`src/rtl/fp_seq_alu.sv`:
```
// fp_seq_alu: sequential signed fixed-point ALU, format Q(WIDTH-Q).Q.
//   ADD/SUB/MUL finish one edge after accept; DIV runs a restoring divider
//   producing one quotient bit per cycle (WIDTH+Q iterations).
// Ports:
//   clock, reset          rising-edge clock, synchronous active-high reset
//   in_valid / in_ready   operation handshake (in_ready only while idle)
//   op                    00 ADD, 01 SUB, 10 MUL, 11 DIV
//   a, b                  signed fixed-point operands
//   out_valid / out_ready result handshake (out_valid only while done)
//   result                signed fixed-point result, held until taken
//   overflow              result did not fit the format
//   div_by_zero           DIV with b == 0
module fp_seq_alu #(
   parameter int WIDTH    = 32,
   parameter int Q        = 16,
   parameter bit SATURATE = 1'b1
) (
   input  logic             clock,
   input  logic             reset,
   input  logic             in_valid,
   output logic             in_ready,
   input  logic [1:0]       op,
   input  logic [WIDTH-1:0] a,
   input  logic [WIDTH-1:0] b,
   output logic             out_valid,
   input  logic             out_ready,
   output logic [WIDTH-1:0] result,
   output logic             overflow,
   output logic             div_by_zero
);

   localparam int DW = WIDTH + Q;        // dividend / quotient width
   localparam int MW = 2 * WIDTH;        // magnitude width for MUL/DIV packing
   localparam int CW = $clog2(DW + 1);

   localparam logic [WIDTH-1:0] C_MAX   = {1'b0, {(WIDTH-1){1'b1}}};
   localparam logic [WIDTH-1:0] C_MIN   = {1'b1, {(WIDTH-1){1'b0}}};
   localparam logic [WIDTH-1:0] C_ONE   = {{(WIDTH-1){1'b0}}, 1'b1};
   localparam logic [MW-1:0]    C_ONE_M = {{(MW-1){1'b0}}, 1'b1};
   localparam logic [MW-1:0]    C_LIM   = {{(WIDTH+1){1'b0}}, 1'b1, {(WIDTH-1){1'b0}}};
   localparam logic [CW-1:0]    C_LAST  = CW'(DW - 1);
   localparam logic [CW-1:0]    C_CINC  = CW'(1);

   typedef enum logic [1:0] {S_IDLE, S_DIV, S_DONE} state_t;

   state_t r_state, w_next;

   logic [WIDTH-1:0] r_result;
   logic             r_ovf;
   logic             r_dbz;
   logic             r_neg;
   logic [WIDTH-1:0] r_bmag;
   logic [WIDTH-1:0] r_rem;
   logic [DW-1:0]    r_quo;
   logic [CW-1:0]    r_cnt;

   // Turn a magnitude plus sign into {overflow, result}. A negative
   // magnitude of exactly 2^(WIDTH-1) is representable.
   function automatic logic [WIDTH:0] f_pack(input logic [MW-1:0] mag, input logic neg);
      logic [MW-1:0]    tc;
      logic             ovf;
      logic [WIDTH-1:0] res;
      ovf = neg ? (mag > C_LIM) : (mag >= C_LIM);
      tc  = neg ? (~mag + C_ONE_M) : mag;
      if (ovf && SATURATE) res = neg ? C_MIN : C_MAX;
      else                 res = tc[WIDTH-1:0];
      return {ovf, res};
   endfunction

   // ADD / SUB at WIDTH+1 bits
   logic [WIDTH:0]   w_a_ext, w_b_ext, w_sum;
   logic             w_as_ovf;
   logic [WIDTH-1:0] w_as_res;

   always_comb begin
      w_a_ext  = {a[WIDTH-1], a};
      w_b_ext  = {b[WIDTH-1], b};
      w_sum    = op[0] ? (w_a_ext - w_b_ext) : (w_a_ext + w_b_ext);
      w_as_ovf = w_sum[WIDTH] ^ w_sum[WIDTH-1];
      if (w_as_ovf && SATURATE) w_as_res = w_sum[WIDTH] ? C_MIN : C_MAX;
      else                      w_as_res = w_sum[WIDTH-1:0];
   end

   // MUL on magnitudes; sign applied after the Q shift truncates toward zero
   logic [WIDTH-1:0] w_amag, w_bmag;
   logic [MW-1:0]    w_prod, w_mul_mag;
   logic [WIDTH:0]   w_mul_pk;

   always_comb begin
      w_amag    = a[WIDTH-1] ? (~a + C_ONE) : a;
      w_bmag    = b[WIDTH-1] ? (~b + C_ONE) : b;
      w_prod    = {{WIDTH{1'b0}}, w_amag} * {{WIDTH{1'b0}}, w_bmag};
      w_mul_mag = w_prod >> Q;
      w_mul_pk  = f_pack(w_mul_mag, a[WIDTH-1] ^ b[WIDTH-1]);
   end

   // Restoring divider step: r_quo starts as the dividend and shifts left,
   // feeding its MSB into the remainder while quotient bits enter at the LSB.
   logic [WIDTH:0]   w_shift, w_diff;
   logic             w_ge;
   logic [WIDTH-1:0] w_rem_nx;
   logic [DW-1:0]    w_quo_nx;
   logic [WIDTH:0]   w_div_pk;
   logic             w_div_last;

   always_comb begin
      w_shift    = {r_rem, r_quo[DW-1]};
      w_ge       = (w_shift >= {1'b0, r_bmag});
      w_diff     = w_shift - {1'b0, r_bmag};
      w_rem_nx   = w_ge ? w_diff[WIDTH-1:0] : w_shift[WIDTH-1:0];
      w_quo_nx   = {r_quo[DW-2:0], w_ge};
      w_div_pk   = f_pack({{(MW-DW){1'b0}}, w_quo_nx}, r_neg);
      w_div_last = (r_cnt == C_LAST);
   end

   // FSM
   always_ff @(posedge clock) begin
      if (reset) r_state <= S_IDLE;
      else       r_state <= w_next;
   end

   always_comb begin
      w_next    = r_state;
      in_ready  = 1'b0;
      out_valid = 1'b0;
      case (r_state)
         S_IDLE: begin
            in_ready = 1'b1;
            if (in_valid) begin
               if (op == 2'b11 && b != '0) w_next = S_DIV;
               else                        w_next = S_DONE;
            end
         end
         S_DIV: begin
            if (w_div_last) w_next = S_DONE;
         end
         S_DONE: begin
            out_valid = 1'b1;
            if (out_ready) w_next = S_IDLE;
         end
         default: w_next = S_IDLE;
      endcase
   end

   // Datapath
   always_ff @(posedge clock) begin
      if (reset) begin
         r_result <= '0;
         r_ovf    <= 1'b0;
         r_dbz    <= 1'b0;
         r_neg    <= 1'b0;
         r_bmag   <= '0;
         r_rem    <= '0;
         r_quo    <= '0;
         r_cnt    <= '0;
      end else begin
         case (r_state)
            S_IDLE: begin
               if (in_valid) begin
                  case (op)
                     2'b00, 2'b01: begin
                        r_result <= w_as_res;
                        r_ovf    <= w_as_ovf;
                        r_dbz    <= 1'b0;
                     end
                     2'b10: begin
                        {r_ovf, r_result} <= w_mul_pk;
                        r_dbz             <= 1'b0;
                     end
                     default: begin
                        if (b == '0) begin
                           r_result <= a[WIDTH-1] ? C_MIN : C_MAX;
                           r_ovf    <= 1'b0;
                           r_dbz    <= 1'b1;
                        end else begin
                           r_neg  <= a[WIDTH-1] ^ b[WIDTH-1];
                           r_bmag <= w_bmag;
                           r_quo  <= {w_amag, {Q{1'b0}}};
                           r_rem  <= '0;
                           r_cnt  <= '0;
                           r_ovf  <= 1'b0;
                           r_dbz  <= 1'b0;
                        end
                     end
                  endcase
               end
            end
            S_DIV: begin
               r_rem <= w_rem_nx;
               r_quo <= w_quo_nx;
               if (w_div_last) begin
                  {r_ovf, r_result} <= w_div_pk;
                  r_cnt             <= '0;
               end else begin
                  r_cnt <= r_cnt + C_CINC;
               end
            end
            S_DONE: begin
               if (out_ready) begin
                  r_ovf <= 1'b0;
                  r_dbz <= 1'b0;
               end
            end
            default: ;
         endcase
      end
   end

   assign result      = r_result;
   assign overflow    = r_ovf & out_valid;
   assign div_by_zero = r_dbz & out_valid;

endmodule

```
`config.mk`:
```
export PLATFORM = sky130hd
export DESIGN_NAME = fp_seq_alu
export DESIGN_NICKNAME = d
export VERILOG_FILES = /design/src/rtl/fp_seq_alu.sv
export SDC_FILE = /design/constraint.sdc
export NUM_CORES = 2
export LEC_CHECK = 0
export CORE_MARGIN = 1.5
export CORE_UTILIZATION = 30
export CTS_CLUSTER_SIZE = 28
export DETAILED_ROUTE_END_ITERATION = 10
export GPL_ROUTABILITY_DRIVEN = 0
export SLEW_MARGIN = 20
export SYNTH_ARGS = -nofsm -noshare
export SYNTH_HDL_FRONTEND = slang
export SYNTH_SLANG_ARGS = --single-unit
```
`constraint.sdc`:
```
create_clock -name clock -period 12.5 [get_ports clock]
set_input_delay 2.5 -clock clock [delete_from_list [all_inputs] [get_ports clock]]
set_output_delay 2.5 -clock clock [all_outputs]
set_load 0.03 [all_outputs]
```
==> impl_metrics.xml <==
<?xml version="1.0" encoding="UTF-8"?>
<metrics>
  <group name="status">
    <metric name="outcome" unit="">finished with violations</metric>
    <metric name="failing_checks" unit="">negative setup slack</metric>
  </group>
  <group name="finish">
    <metric name="num-fill-cells" unit="">15900</metric>
    <metric name="nets" unit="">8049</metric>
    <metric name="final_area" unit="µm²">61000</metric>
    <metric name="flow.area_growth_from_synthesis" unit="%">29.2</metric>
    <metric name="regArea" unit="µm²">3100</metric>
    <metric name="layout-drive-gt1-share" unit="%">21.1</metric>
    <metric name="finish.cell_count_without_fillers" unit="">8820</metric>
    <metric name="finish.utilization" unit="%">39.0</metric>
    <metric name="multi_input_comb_area" unit="µm²">41200</metric>
  </group>
  <group name="placement">
    <metric name="place_area" unit="µm²">58300</metric>
    <metric name="post-dp-hpwl" unit="mm">163</metric>
    <metric name="number_of_placed_instances_taps_included" unit="">8687</metric>
    <metric name="buffer_ports.inserted" unit="">105</metric>
  </group>
  <group name="cts">
    <metric name="htree_num_levels" unit="">4</metric>
    <metric name="clk_latency_worst_skew_pair" unit="ns">0.44</metric>
    <metric name="clock_path_buffers" unit="">2</metric>
    <metric name="cts-buffers-inserted" unit="">17</metric>
    <metric name="path_clk_slew" unit="ns">0.07</metric>
    <metric name="clock_sink_count" unit="">155</metric>
    <metric name="tritoncts_clock_tree" unit="">yes</metric>
    <metric name="cts_root_buf" unit="">sky130_fd_sc_hd__clkbuf_16</metric>
  </group>
  <group name="routing">
    <metric name="post_drt_via_cell_ratio" unit="">5.22</metric>
    <metric name="routed_wire_length_per_instance" unit="µm">21.8</metric>
    <metric name="remaining_drc_errors" unit="">0</metric>
    <metric name="detail_route.iter0.violations" unit="">4169</metric>
    <metric name="route.final.wire_length" unit="mm">193</metric>
    <metric name="detailroute.via_count" unit="">46000</metric>
    <metric name="drt.antenna.violating_nets" unit="">0</metric>
    <metric name="pre_repair_dr_iteration_count" unit="">8</metric>
  </group>
  <group name="floorplan">
    <metric name="design.die.area" unit="µm²">160000</metric>
    <metric name="die_y" unit="µm">400</metric>
    <metric name="die_width" unit="µm">400</metric>
    <metric name="placement_rows" unit="">145</metric>
    <metric name="ios" unit="">106</metric>
    <metric name="core_outline_area" unit="µm²">156000</metric>
    <metric name="start_util" unit="%">30.2</metric>
  </group>
  <group name="worst_setup_path">
    <metric name="slowest_stage_cell_on_the_critical_path" unit="">sky130_fd_sc_hd__fa_2</metric>
    <metric name="critical_path.max_fanout" unit="">6</metric>
    <metric name="critical-path-top-cell-by-count" unit="">sky130_fd_sc_hd__fa_1</metric>
    <metric name="timing.setup.critical_path_class" unit="">in2reg</metric>
    <metric name="critical_path_buf_inv_count" unit="">4</metric>
    <metric name="cp_data_required_time" unit="ns">12.82</metric>
    <metric name="arrival" unit="ns">13.40</metric>
    <metric name="critical_path.max_stage_delay" unit="ns">0.60</metric>
    <metric name="path_delay_family" unit="">adder cells</metric>
    <metric name="timing.critical_path.to_type" unit="">flop</metric>
    <metric name="crit_path_start_kind" unit="">input pin</metric>
  </group>
  <group name="hold_path">
    <metric name="worstHoldPathType" unit="">reg2reg</metric>
  </group>
  <group name="timing">
    <metric name="final-hold-violation-count" unit="">0</metric>
    <metric name="max_fclk" unit="MHz">76.5</metric>
    <metric name="layout_worst_path_cycle_share" unit="%">105</metric>
    <metric name="slew-limit-headroom" unit="%">25.8</metric>
    <metric name="finClkSkew" unit="ns">0.0129</metric>
    <metric name="report.final.setup_viol" unit="">33</metric>
    <metric name="tightest_slew" unit="ns">1.11</metric>
    <metric name="final.setup.worst_slack" unit="ns">-0.576</metric>
    <metric name="post-route-min-period" unit="ns">13.08</metric>
    <metric name="maxSlewViolCount" unit="">0</metric>
    <metric name="grt_setup_unrepaired" unit="">true</metric>
    <metric name="totalNegativeSetupSlack" unit="ns">-14.14</metric>
  </group>
  <group name="yosys">
    <metric name="postSynthNetCount" unit="">7187</metric>
    <metric name="synthMostInstantiatedCell" unit="">sky130_fd_sc_hd__inv_1</metric>
    <metric name="async_flop_share" unit="%">0</metric>
    <metric name="yosysSeqAreaShare" unit="%">6.57</metric>
    <metric name="synthCells" unit="">5886</metric>
    <metric name="synth_top_flop_cell" unit="">sky130_fd_sc_hd__dfxtp_1</metric>
    <metric name="synth_top_area_share" unit="%">38.0</metric>
    <metric name="syn-cell-area" unit="µm²">47300</metric>
    <metric name="yosys_warnings" unit="">0</metric>
    <metric name="netlist_top_cells_area" unit="">sky130_fd_sc_hd__fa_1 38%, sky130_fd_sc_hd__ha_1 8.8%, sky130_fd_sc_hd__inv_1 7.8%</metric>
    <metric name="synth_largest_area_cell" unit="">sky130_fd_sc_hd__fa_1</metric>
    <metric name="yosys.cell_types.count" unit="">100</metric>
    <metric name="post_synthesis_register_bit_count" unit="">155</metric>
    <metric name="yosys-top-cells-count" unit="">987 x sky130_fd_sc_hd__inv_1, 897 x sky130_fd_sc_hd__fa_1, 875 x sky130_fd_sc_hd__nand2_1</metric>
    <metric name="synth_edf_count" unit="">0</metric>
    <metric name="syn-mean-instance-area" unit="µm²">8.03</metric>
  </group>
  <group name="global_routing">
    <metric name="first_global_vias" unit="">47400</metric>
    <metric name="grt_antenna_before_repair" unit="">7</metric>
    <metric name="gr-total-overflow" unit="">0</metric>
    <metric name="grt_max_degree" unit="">95</metric>
    <metric name="track_usage" unit="%">24.1</metric>
    <metric name="grt_first_pass_wirelength" unit="mm">290</metric>
  </group>
  <group name="flow_run">
    <metric name="max-cap-violations" unit="">0</metric>
  </group>
</metrics>
==> layer usage <==
metal | GRT usage [%] | share of wire (%) | vias up
met4 | 11.3 | 5.8 | 8
met3 | 6.62 | 11 | 493
met5 | 0 | 0.041 | -
met2 | 37.2 | 44 | 2336
met1 | 31.0 | 39 | 22800
li1 | - | - | 20400
==> worst paths after layout <==
path	end	depth (start not counted)	from	slack, ns
max	result[0]	38	b[2]	-0.58
min	r_dbz	2	r_dbz	0.45
max reg2reg	result[30]	25	r_bmag[13]	5.19
min reg2reg	r_dbz	2	r_dbz	0.45
==> per-stage QoR <==
stage	hold slack, ns	worst slack (ns)
after floorplan	0.427	-0.421
after CTS	0.451	-0.510
final	0.454	-0.576
after global placement	0.437	-1.46
after global routing	0.467	-0.880
after detailed placement	0.443	-1.62
==> tightest hold or removal path, delay by kind of cell (launching register included) <==
kind	cells	cell delay, ns
simple gates	1	0.05
flops	1	0.31
compound gates	1	0.05
==> sequential cells by signal, summed over array words and instances, names as in the netlist <==
signal,flops
r_rem,32
r_quo,48
r_cnt,6
r_dbz,1
r_state,2
r_neg,1
result,32
r_ovf,1
r_bmag,32
==> layout by cell type (no fill, tap or decap), drive strengths merged, types with 30 or more instances in the layout <==
cell type | netlist | layout
buf | 24 | 1060
inv | 987 | 988
fa | 897 | 897
nand2 | 875 | 875
nor2 | 701 | 701
ha | 334 | 334
a21oi | 255 | 255
o21ai | 209 | 209
dfxtp | 155 | 155
xnor2 | 149 | 149
xor2 | 94 | 94
clkdlybuf4s50 | 0 | 81
a211oi | 72 | 72
a21o | 71 | 71
nand3 | 69 | 69
nor3 | 62 | 62
a31oi | 47 | 47
and2 | 43 | 43
nand4 | 41 | 41
nand2b | 37 | 37
o211ai | 33 | 33
nor4 | 31 | 31
and3 | 30 | 30
a22oi | 30 | 30
==> cell type report <==
type | instances | area share [%]
clock buffers | 21 | 0.722
flip-flops and latches | 155 | 5.08
multi-input cells | 4434 | 67.5
clock inverters | 10 | 0.273
inverters | 988 | 6.08
diodes | 2 | 0.00820
repair buffers | 1152 | 16.2
well taps | 2058 | 4.22
==> logic make-up (layout without fill, tap and decap cells) <==
kind of cell               count (synthesis)  in the layout  synth area share, %
AOI/OAI and AO/OA                        929            929                 12.8
xor gates and xnor gates                 243            243                 4.50
adders and majority gates               1232           1232                 46.9
buffers and inverters                   1297           2171                 10.4
DFF                                      155            155                 6.57
muxes                                     31             31                0.691
other                                      0              2                    0
and+or+nand+nor                         1999           1999                 18.2
==> timing repair <==
action / 4_1_cts / 5_1_grt
endpoints found under the setup margin: 33 / 33
buffers inserted: 75 / 32
resized for setup: 244 / 106
cloned: 1 / 0
pin swaps: 113 / 88
hold buffers: 0 / 0
Power is left out: the tool's default activity adds up to more than one toggle a clock period on the data nets, which glitch-free logic cannot reach.
